==> config.mk <==
export PLATFORM = sky130hd
export DESIGN_NAME = pe_cube_seq
export DESIGN_NICKNAME = d
export VERILOG_FILES = /design/src/rtl/pe_cube_seq.sv
export SDC_FILE = /design/constraint.sdc
export NUM_CORES = 1
export LEC_CHECK = 0
export CAP_MARGIN = 20
export CORE_ASPECT_RATIO = 2
export CORE_MARGIN = 4
export CORE_UTILIZATION = 50
export DETAILED_ROUTE_END_ITERATION = 10
export PLACE_DENSITY = 0.77
export SETUP_SLACK_MARGIN = 0.3
export SYNTH_ARGS = -nofsm -noshare
export SYNTH_HDL_FRONTEND = slang
export SYNTH_SLANG_ARGS = --single-unit
export TNS_END_PERCENT = 100
==> constraint.sdc <==
create_clock -name iClk -period 4.8 [get_ports iClk]
set_clock_uncertainty 0.1 [all_clocks]
set_input_delay 0.96 -clock iClk [delete_from_list [all_inputs] [get_ports iClk]]
set_output_delay 0.96 -clock iClk [all_outputs]
set_load 0.01 [all_outputs]
==> src/rtl/pe_cube_seq.sv <==
`default_nettype none
// ============================================================================
// Module   : pe_cube_seq
// Purpose  : Layer-job sequencer for the PE cube. Walks T output tiles; each
//            tile is one MAC phase of K*K feed cycles followed by DRAIN_CYC
//            idle cycles. Drives accumulator clear, per-row configuration and
//            the weight/data buffer read addresses.
// Ports    : iClk, iRstN (async, active low)
//            iStart, iKernelSize, iTileCount, iPatternSel, iPassDataLeft,
//            iOutputShift, iStall                        -> job/flow inputs
//            oBusy, oDone, oClearAcc, oFeedValid         -> status/strobes
//            oWeightAddr, oDataAddr, oTileIdx            -> buffer/tile info
//            oCfsInputPattern, oCfsPassDataLeft,
//            oCfsOutputLeftShift                         -> latched config
// Revision : 1.0 - initial release
// ============================================================================
module pe_cube_seq #(
  parameter int ARRAY_NUM = 3,
  parameter int ADDR_W    = 10,
  parameter int KSIZE_W   = 4,
  parameter int TILE_W    = 8,
  parameter int DRAIN_CYC = 4
) (
  input  logic                   iClk,
  input  logic                   iRstN,
  input  logic                   iStart,
  input  logic [KSIZE_W-1:0]     iKernelSize,
  input  logic [TILE_W-1:0]      iTileCount,
  input  logic [3*ARRAY_NUM-1:0] iPatternSel,
  input  logic [ARRAY_NUM-2:0]   iPassDataLeft,
  input  logic [4:0]             iOutputShift,
  input  logic                   iStall,
  output logic                   oBusy,
  output logic                   oDone,
  output logic                   oClearAcc,
  output logic                   oFeedValid,
  output logic [ADDR_W-1:0]      oWeightAddr,
  output logic [ADDR_W-1:0]      oDataAddr,
  output logic [TILE_W-1:0]      oTileIdx,
  output logic [3*ARRAY_NUM-1:0] oCfsInputPattern,
  output logic [ARRAY_NUM-2:0]   oCfsPassDataLeft,
  output logic [4:0]             oCfsOutputLeftShift
);

  localparam int C_MAC_W = 2 * KSIZE_W;
  localparam int C_DRN_W = (DRAIN_CYC > 1) ? $clog2(DRAIN_CYC) : 1;
  localparam logic [C_DRN_W-1:0] C_DRAIN_LAST = C_DRN_W'(DRAIN_CYC - 1);

  typedef enum logic [2:0] {
    S_IDLE  = 3'd0,
    S_LOAD  = 3'd1,
    S_MAC   = 3'd2,
    S_DRAIN = 3'd3,
    S_DONE  = 3'd4
  } state_t;

  // r_state is the phase of the cycle currently presented on the outputs;
  // every output for the next cycle is decided at the edge that opens it.
  state_t               r_state;
  logic [C_MAC_W-1:0]   r_mac_cnt;    // index of the next feed in this tile
  logic [C_MAC_W-1:0]   r_ksq;        // latched K*K
  logic [ADDR_W-1:0]    r_data_cnt;   // next data buffer address
  logic [C_DRN_W-1:0]   r_drain_cnt;
  logic [TILE_W-1:0]    r_tlast;      // latched T-1

  state_t               w_state_nxt;
  logic                 w_issue;      // next cycle is a feed
  logic                 w_load;
  logic                 w_done_nxt;
  logic [C_MAC_W-1:0]   w_mac_base;   // feed index used if w_issue
  logic [ADDR_W-1:0]    w_data_base;
  logic [TILE_W-1:0]    w_tile_nxt;
  logic [C_DRN_W-1:0]   w_drain_nxt;
  logic [C_MAC_W-1:0]   w_kx;
  logic [C_MAC_W-1:0]   w_ksq;
  logic [ADDR_W-1:0]    w_waddr;

  // K=0 is treated as K=1.
  assign w_kx  = {{KSIZE_W{1'b0}}, (iKernelSize == '0) ? KSIZE_W'(1) : iKernelSize};
  assign w_ksq = w_kx * w_kx;

  assign w_data_base = w_load ? '0 : r_data_cnt;

  generate
    if (ADDR_W > C_MAC_W) begin : g_waddr_ext
      assign w_waddr = {{(ADDR_W - C_MAC_W){1'b0}}, w_mac_base};
    end else if (ADDR_W == C_MAC_W) begin : g_waddr_same
      assign w_waddr = w_mac_base;
    end else begin : g_waddr_trunc
      assign w_waddr = w_mac_base[ADDR_W-1:0];
    end
  endgenerate

  always_comb begin
    w_state_nxt = r_state;
    w_issue     = 1'b0;
    w_load      = 1'b0;
    w_done_nxt  = 1'b0;
    w_mac_base  = r_mac_cnt;
    w_tile_nxt  = oTileIdx;
    w_drain_nxt = r_drain_cnt;
    case (r_state)
      S_IDLE: begin
        if (iStart) w_state_nxt = S_LOAD;
      end
      S_LOAD: begin
        w_load     = 1'b1;
        w_tile_nxt = '0;
        w_mac_base = '0;
        if (iTileCount == '0) begin
          w_state_nxt = S_DONE;
          w_done_nxt  = 1'b1;
        end else begin
          w_state_nxt = S_MAC;
          w_issue     = ~iStall;
        end
      end
      S_MAC: begin
        // Counter equal to K*K means the last feed was the cycle just shown.
        if (r_mac_cnt == r_ksq) begin
          w_state_nxt = S_DRAIN;
          w_drain_nxt = '0;
        end else begin
          w_issue = ~iStall;
        end
      end
      S_DRAIN: begin
        if (r_drain_cnt == C_DRAIN_LAST) begin
          if (oTileIdx == r_tlast) begin
            w_state_nxt = S_DONE;
            w_done_nxt  = 1'b1;
          end else begin
            w_state_nxt = S_MAC;
            w_tile_nxt  = oTileIdx + 1'b1;
            w_mac_base  = '0;
            w_issue     = ~iStall;
          end
        end else begin
          w_drain_nxt = r_drain_cnt + 1'b1;
        end
      end
      S_DONE: begin
        w_state_nxt = S_IDLE;
      end
      default: begin
        w_state_nxt = S_IDLE;
      end
    endcase
  end

  always_ff @(posedge iClk or negedge iRstN) begin
    if (!iRstN) begin
      r_state             <= S_IDLE;
      r_mac_cnt           <= '0;
      r_ksq               <= '0;
      r_data_cnt          <= '0;
      r_drain_cnt         <= '0;
      r_tlast             <= '0;
      oBusy               <= 1'b0;
      oDone               <= 1'b0;
      oClearAcc           <= 1'b0;
      oFeedValid          <= 1'b0;
      oWeightAddr         <= '0;
      oDataAddr           <= '0;
      oTileIdx            <= '0;
      oCfsInputPattern    <= '0;
      oCfsPassDataLeft    <= '0;
      oCfsOutputLeftShift <= '0;
    end else begin
      r_state     <= w_state_nxt;
      r_drain_cnt <= w_drain_nxt;
      r_mac_cnt   <= w_issue ? (w_mac_base + 1'b1) : w_mac_base;
      oBusy       <= (w_state_nxt != S_IDLE);
      oDone       <= w_done_nxt;
      oFeedValid  <= w_issue;
      oClearAcc   <= w_issue && (w_mac_base == '0);
      oTileIdx    <= w_tile_nxt;
      if (w_issue) begin
        oWeightAddr <= w_waddr;
        oDataAddr   <= w_data_base;
        r_data_cnt  <= w_data_base + 1'b1;  // wraps modulo 2^ADDR_W
      end else if (w_load) begin
        oWeightAddr <= '0;
        oDataAddr   <= '0;
        r_data_cnt  <= '0;
      end
      if (w_load) begin
        r_ksq               <= w_ksq;
        r_tlast             <= iTileCount - 1'b1;
        oCfsInputPattern    <= iPatternSel;
        oCfsPassDataLeft    <= iPassDataLeft;
        oCfsOutputLeftShift <= iOutputShift;
      end
    end
  end

endmodule
`default_nettype wire

# Word level (Yosys, flattened, before mapping)

Index checks and enable logic that the tools add are counted.

ROM bits: 0
Bits in latches: 0
Logic and storage cells: 76
Output and inout bits: 48
Flip-flop bits (word level): 87
Bits in writable memories: 0
Input bits: 32
Memories: 0

Reductions and logical operators: 11
Multipliers: 1
$lt $le $gt $ge: 0
Add/sub/neg operators: 5
Bitwise logic cells: 1
Mux-type cells: 32
Divide/modulo/power cells: 0
Equality and inequality tests: 10
Shift-type cells: 0

Operator list:

| kind                    | number |
|---|---|
| $mux W10                | 5 |
| $mux W8                 | 5 |
| $pmux W8 S2             | 2 |
| $add A8 B1 Y8 const B   | 2 |
| $eq A8 B8 Y1            | 2 |
| $logic_not A8 Y1        | 2 |
| $mux W3                 | 5 |
| $pmux W3 S4             | 1 |
| $add A10 B1 Y10 const B | 1 |
| $mul A4 B4 Y8           | 1 |
| $mux W1                 | 8 |
| $ne A2 B2 Y1 const B    | 4 |
| $sub A8 B1 Y8 const B   | 1 |
| $eq A3 B2 Y1 const B    | 2 |
| $reduce_and A3 Y1       | 2 |
| $reduce_bool A2 Y1      | 3 |
| $logic_not A4 Y1        | 1 |
| $mux W2                 | 2 |
| $mux W4                 | 1 |
| $pmux W2 S2             | 1 |
| $eq A3 B1 Y1 const B    | 1 |
| $logic_not A3 Y1        | 1 |
| $pmux W1 S3             | 1 |
| $reduce_bool A3 Y1      | 1 |
| 5 further kinds         | 5 |

# Logic depth before layout (Yosys ltp)

Word-level depth: 6
Gate-level depth with buffers: 10
Gate-level depth less buffers: 10

# Worst setup path before layout

No wires, ideal clock.

Kind: input to register
Start point: input iTileCount[4]
End point: register oDataAddr[0]
Buffers on the path: 1
Data arrival time: 2.523 ns
Stages on the path: 8
Data required time: 4.572 ns
Setup time: 0.128 ns
Slack: 2.050 ns
Cell sequence: nor3_4 > nand4b_2 > and4_4 > nor3_4 > inv_2 > buf_2 > ha_1 > mux2_1

Cells in the longest elaborated chain, start to end: 4
Elaborated cells between the ends (all ways): 5
Classes of those cells: mux: 3; reduce/logical: 2

RTL lines:

| item                                                  | line | RTL |
|---|---|---|
| start: declaration                                    | 28   | `input logic [TILE_W-1:0] iTileCount,` |
| $logic_not A8 Y1 (*)                                  | 110  | `if (iTileCount == '0) begin` |
| $mux W1 (*)                                           | 110  |  |
| $pmux W1 S3 (*)                                       | 102  | `case (r_state)` |
| named net w_issue                                     | 67   | `logic w_issue;` |
| $mux W10 / $reduce_bool A2 Y1 (equally long branches) | n/a  |  |
| end signal: assignment                                | 180  | `oDataAddr <= w_data_base;` |
| end: declaration                                      | 38   | `output logic [ADDR_W-1:0] oDataAddr,` |

Mark *: on every way through the listed nets, which the timed path passes. The rest lies on a longest branch.
A chain may end at the register's enable or synchronous reset.

# Worst setup path in the final report

Start point: input iTileCount[2]
End point: register oWeightAddr[0]

Cells in the longest elaborated chain, start to end: 4
Elaborated cells between the ends (all ways): 5
Classes of those cells: mux: 3; reduce/logical: 2

RTL lines:

| item                                                  | line | RTL |
|---|---|---|
| $logic_not A8 Y1 (*)                                  | 110  |  |
| $mux W1 (*)                                           | 110  |  |
| $pmux W1 S3 (*)                                       | 102  |  |
| $mux W10 / $reduce_bool A2 Y1 (equally long branches) | n/a  |  |
| end signal: assignment                                | 179  | `oWeightAddr <= w_waddr;` |
| end: declaration                                      | 37   | `output logic [ADDR_W-1:0] oWeightAddr,` |

Mark *: on every way between the ends. The rest lies on a longest branch, timed or not.

==> qor.yml <==
status:
  outcome: "completed"
die:
  die_area_um2: 10040
  io_pins: 80
  initial_core_util: 0.5116
  core_um2: 8233
  rows: 47
  fp.dieW_um: 72.90
  die_h_um: 137.8
setup_path:
  r2r_end: "r_mac_cnt[6]"
  crit_fanout: 35
  crit_path_max_incr_delay_ns: 0.51
  path_depth: 9
  r2r_cells: 7
  endpoint_kind: "flip-flop"
  worstSetupPathType: "in2reg"
  cp.required_ns: 4.91
  critPathTopFamily: "buffers and inverters"
  cp.arrival_ns: 3.55
  crit_chain: "clkdlybuf4s50_1 > nor3_4 > nand4b_2 > and4_4 > nor3_4 > buf_4 > inv_2 > ha_1 > mux2_1"
  path_common_cell: "nor3_4"
  critPathBufInv: 3
  critPathLaunch: "iTileCount[2]"
  r2r_start: "r_state[0]"
  r2r_setup_slack_ns: 1.98
  startpoint_type: "input port"
  critPathSlowestCell: "clkdlybuf4s50_1"
  endpoint: "oWeightAddr[0]"
layout:
  drive_gt1_frac: 0.08772
  area_growth_pct: 26.59
  ff_latch_area_um2: 2102
  nFillCells: 691
  multi_input_area_um2: 1968
  final_nets: 552
  num_antenna_cells: 0
cts:
  cts_tree: "built"
  clock_sinks: 84
  cts_root_buffer: "clkbuf_16"
  postCtsHoldBufs: 0
  numCtsBuffers: 9
  cts.repair.resized: 0
  htree_levels: 3
  postCtsSetupRepairBufs: 0
  clockBufferDepth: 2
  clock_latency_ns: 0.34
  clk_pin_slew_ns: 0.06
global_routing:
  antenna_found_initial: 0
  grt_pass1_wl_um: 15850
  grt_use_total: 0.2044
  grt_pass1_vias: 3432
  grt_overflow_total: 0
  grt_max_degree: 85
pwr:
  power_per_cell_area_nw_per_um2: 537.2
  power.total_w: 0.002864
  irDropWorstVdd_mv: 0.2943
  p_leak_nw: 2.406
timing:
  fin_ws_ns: 1.368
  whs_ns: 0.3709
  fmax_ghz: 0.2914
  finalSetupViolations: 0
  grt_setup_unrepaired: "no"
  slew_headroom: 0.4829
  tightest_slew_ns: 0.7737
  post-route-period-util: 0.7150
  min_period_ns: 3.432
  setup_tns_ns: 0
  drv_slew: 0
  finalHoldViolations: 0
synthesis:
  synthTopCellsByArea: "dfrtp_1 50%, nand2_1 11%, xor2_1 6.2%"
  syn_inst: 437
  synth_top_area_cell: "dfrtp_1"
  syn-cell-area_um2: 4212
  synth_most_common_cell: "nand2_1"
  synth_cell_types: 51
  yosys_register_bits: 84
  yosysTopAreaCellShare: 0.4991
  seq_area_frac_synth: 0.4991
  synth_common_cells: "120 x nand2_1, 84 x dfrtp_1, 30 x xor2_1"
  synth_top_flop_cell: "dfrtp_1"
  yosys_warnings: 0
  syn_area_per_cell_um2: 9.637
  ys_async_sr_fraction: 1.000
  synth_edf_count: 0
detailed_routing:
  drtIter0Drc: 171
  routed_wl_um: 9388
  wl_per_cell_um: 15.36
  via_per_inst: 5.393
  firstDrtPassIters: 6
  vias: 3295
  route.detailed.drc: 0
  drtAntennaViolNets: 0
worst_hold_path:
  hold_path.class: "reg2reg"
place:
  io_buffer_count: 77
  hpwl_um: 6773
  dpl_worst_slack_ns: 1.027
  place_congestion: 0.8390
job:
  maxCapViolCount: 0
==> power breakdown <==
group | switching [W] | total, W | internal [W]
logic | 0.000514 | 0.00100 | 0.000488
clock network | 0.000259 | 0.000691 | 0.000432
registers | 0.000210 | 0.00117 | 0.000961
==> flip-flops by register name, summed over array words and instances, names as in the netlist <==
register and cells:
oBusy 1, oCfsInputPattern 9, oCfsOutputLeftShift 5, oCfsPassDataLeft 2, oClearAcc 1, oDataAddr 10, oDone 1, oFeedValid 1
oTileIdx 8, oWeightAddr 8, r_data_cnt 10, r_drain_cnt 2, r_ksq 7, r_mac_cnt 8, r_state 3, r_tlast 8
==> area by class of cell <==
type	instances	share of cell area
Timing Repair Buffer	81	0.1535
Clock inverter	1	0.005632
Tap cell	98	0.02300
Multi-Input combinational cell	326	0.3692
Clock buffer	15	0.05022
Sequential cell	84	0.3943
Inverter	6	0.004224
==> worst min-delay path by stage <==
stage                                 from                endpoint  slack, ns  cells after the start
floorplan                   r_drain_cnt[1]          r_drain_cnt[1]       0.35                      2
global placement       oCfsInputPattern[7]     oCfsInputPattern[7]       0.36                      2
detailed placement  oCfsOutputLeftShift[2]  oCfsOutputLeftShift[2]       0.36                      2
CTS                 oCfsOutputLeftShift[2]  oCfsOutputLeftShift[2]       0.38                      2
global route           oCfsInputPattern[8]     oCfsInputPattern[8]       0.40                      2
finish              oCfsOutputLeftShift[1]  oCfsOutputLeftShift[1]       0.37                      2
==> metal layers <==
metal,track usage,wire [µm],vias up
li1,-,-,1603
met1,0.2153,3418,1585
met2,0.3727,5309,87
met3,0.03287,378,20
met4,0.1160,282,0
met5,0,0,-
==> worst register-to-register path: stages (launching register included) <==
cell and delay, ns:
dfrtp_1 0.51, nand2_1 0.64, buf_4 0.43, and3_1 0.27, ha_1 0.21, nand2_1 0.08
or4b_1 0.46, nand2_1 0.07
==> cell families after synthesis <==
kind of cell / count (synthesis) / share of synthesized area
AOI/OAI and AO/OA: 65 / 0.09745
xor gates and xnor gates: 35 / 0.07279
adders and majority gates: 12 / 0.03565
buffers and inverters: 28 / 0.03475
DFF: 84 / 0.4991
muxes: 4 / 0.01040
other: 1 / 0.0008904
and+or+nand+nor: 208 / 0.2490
==> placed cells by master (no fill, tap or decap), drive strengths merged, types with 3 or more instances in the layout <==
cell type      instances
and2                   8
nand2b                 4
a21o                   3
or3                    7
xnor2                  5
nand2                121
and4                   3
nand3                 18
nor3                   8
a21oi                 27
and3                   3
o21ai                 24
buf                    5
dfrtp                 84
nand3b                 4
clkdlybuf4s50         76
inv                    6
nor2                  16
nand4                  5
clkbuf                15
xor2                  30
ha                    12
nor4                   5
mux2                   3
==> metrics by stage <==
step / cells / area [µm²] / util
3_5_place_dp: 594 / 5006 / 0.6081
5_1_grt: 611 / 5331 / 0.6476
4_1_cts: 610 / 5304 / 0.6442
6_report: 611 / 5331 / 0.6476
2_1_floorplan: 438 / 4215 / -
3_3_place_gp: 594 / 5006 / 0.6081
Power figures use the tool's default switching activity.
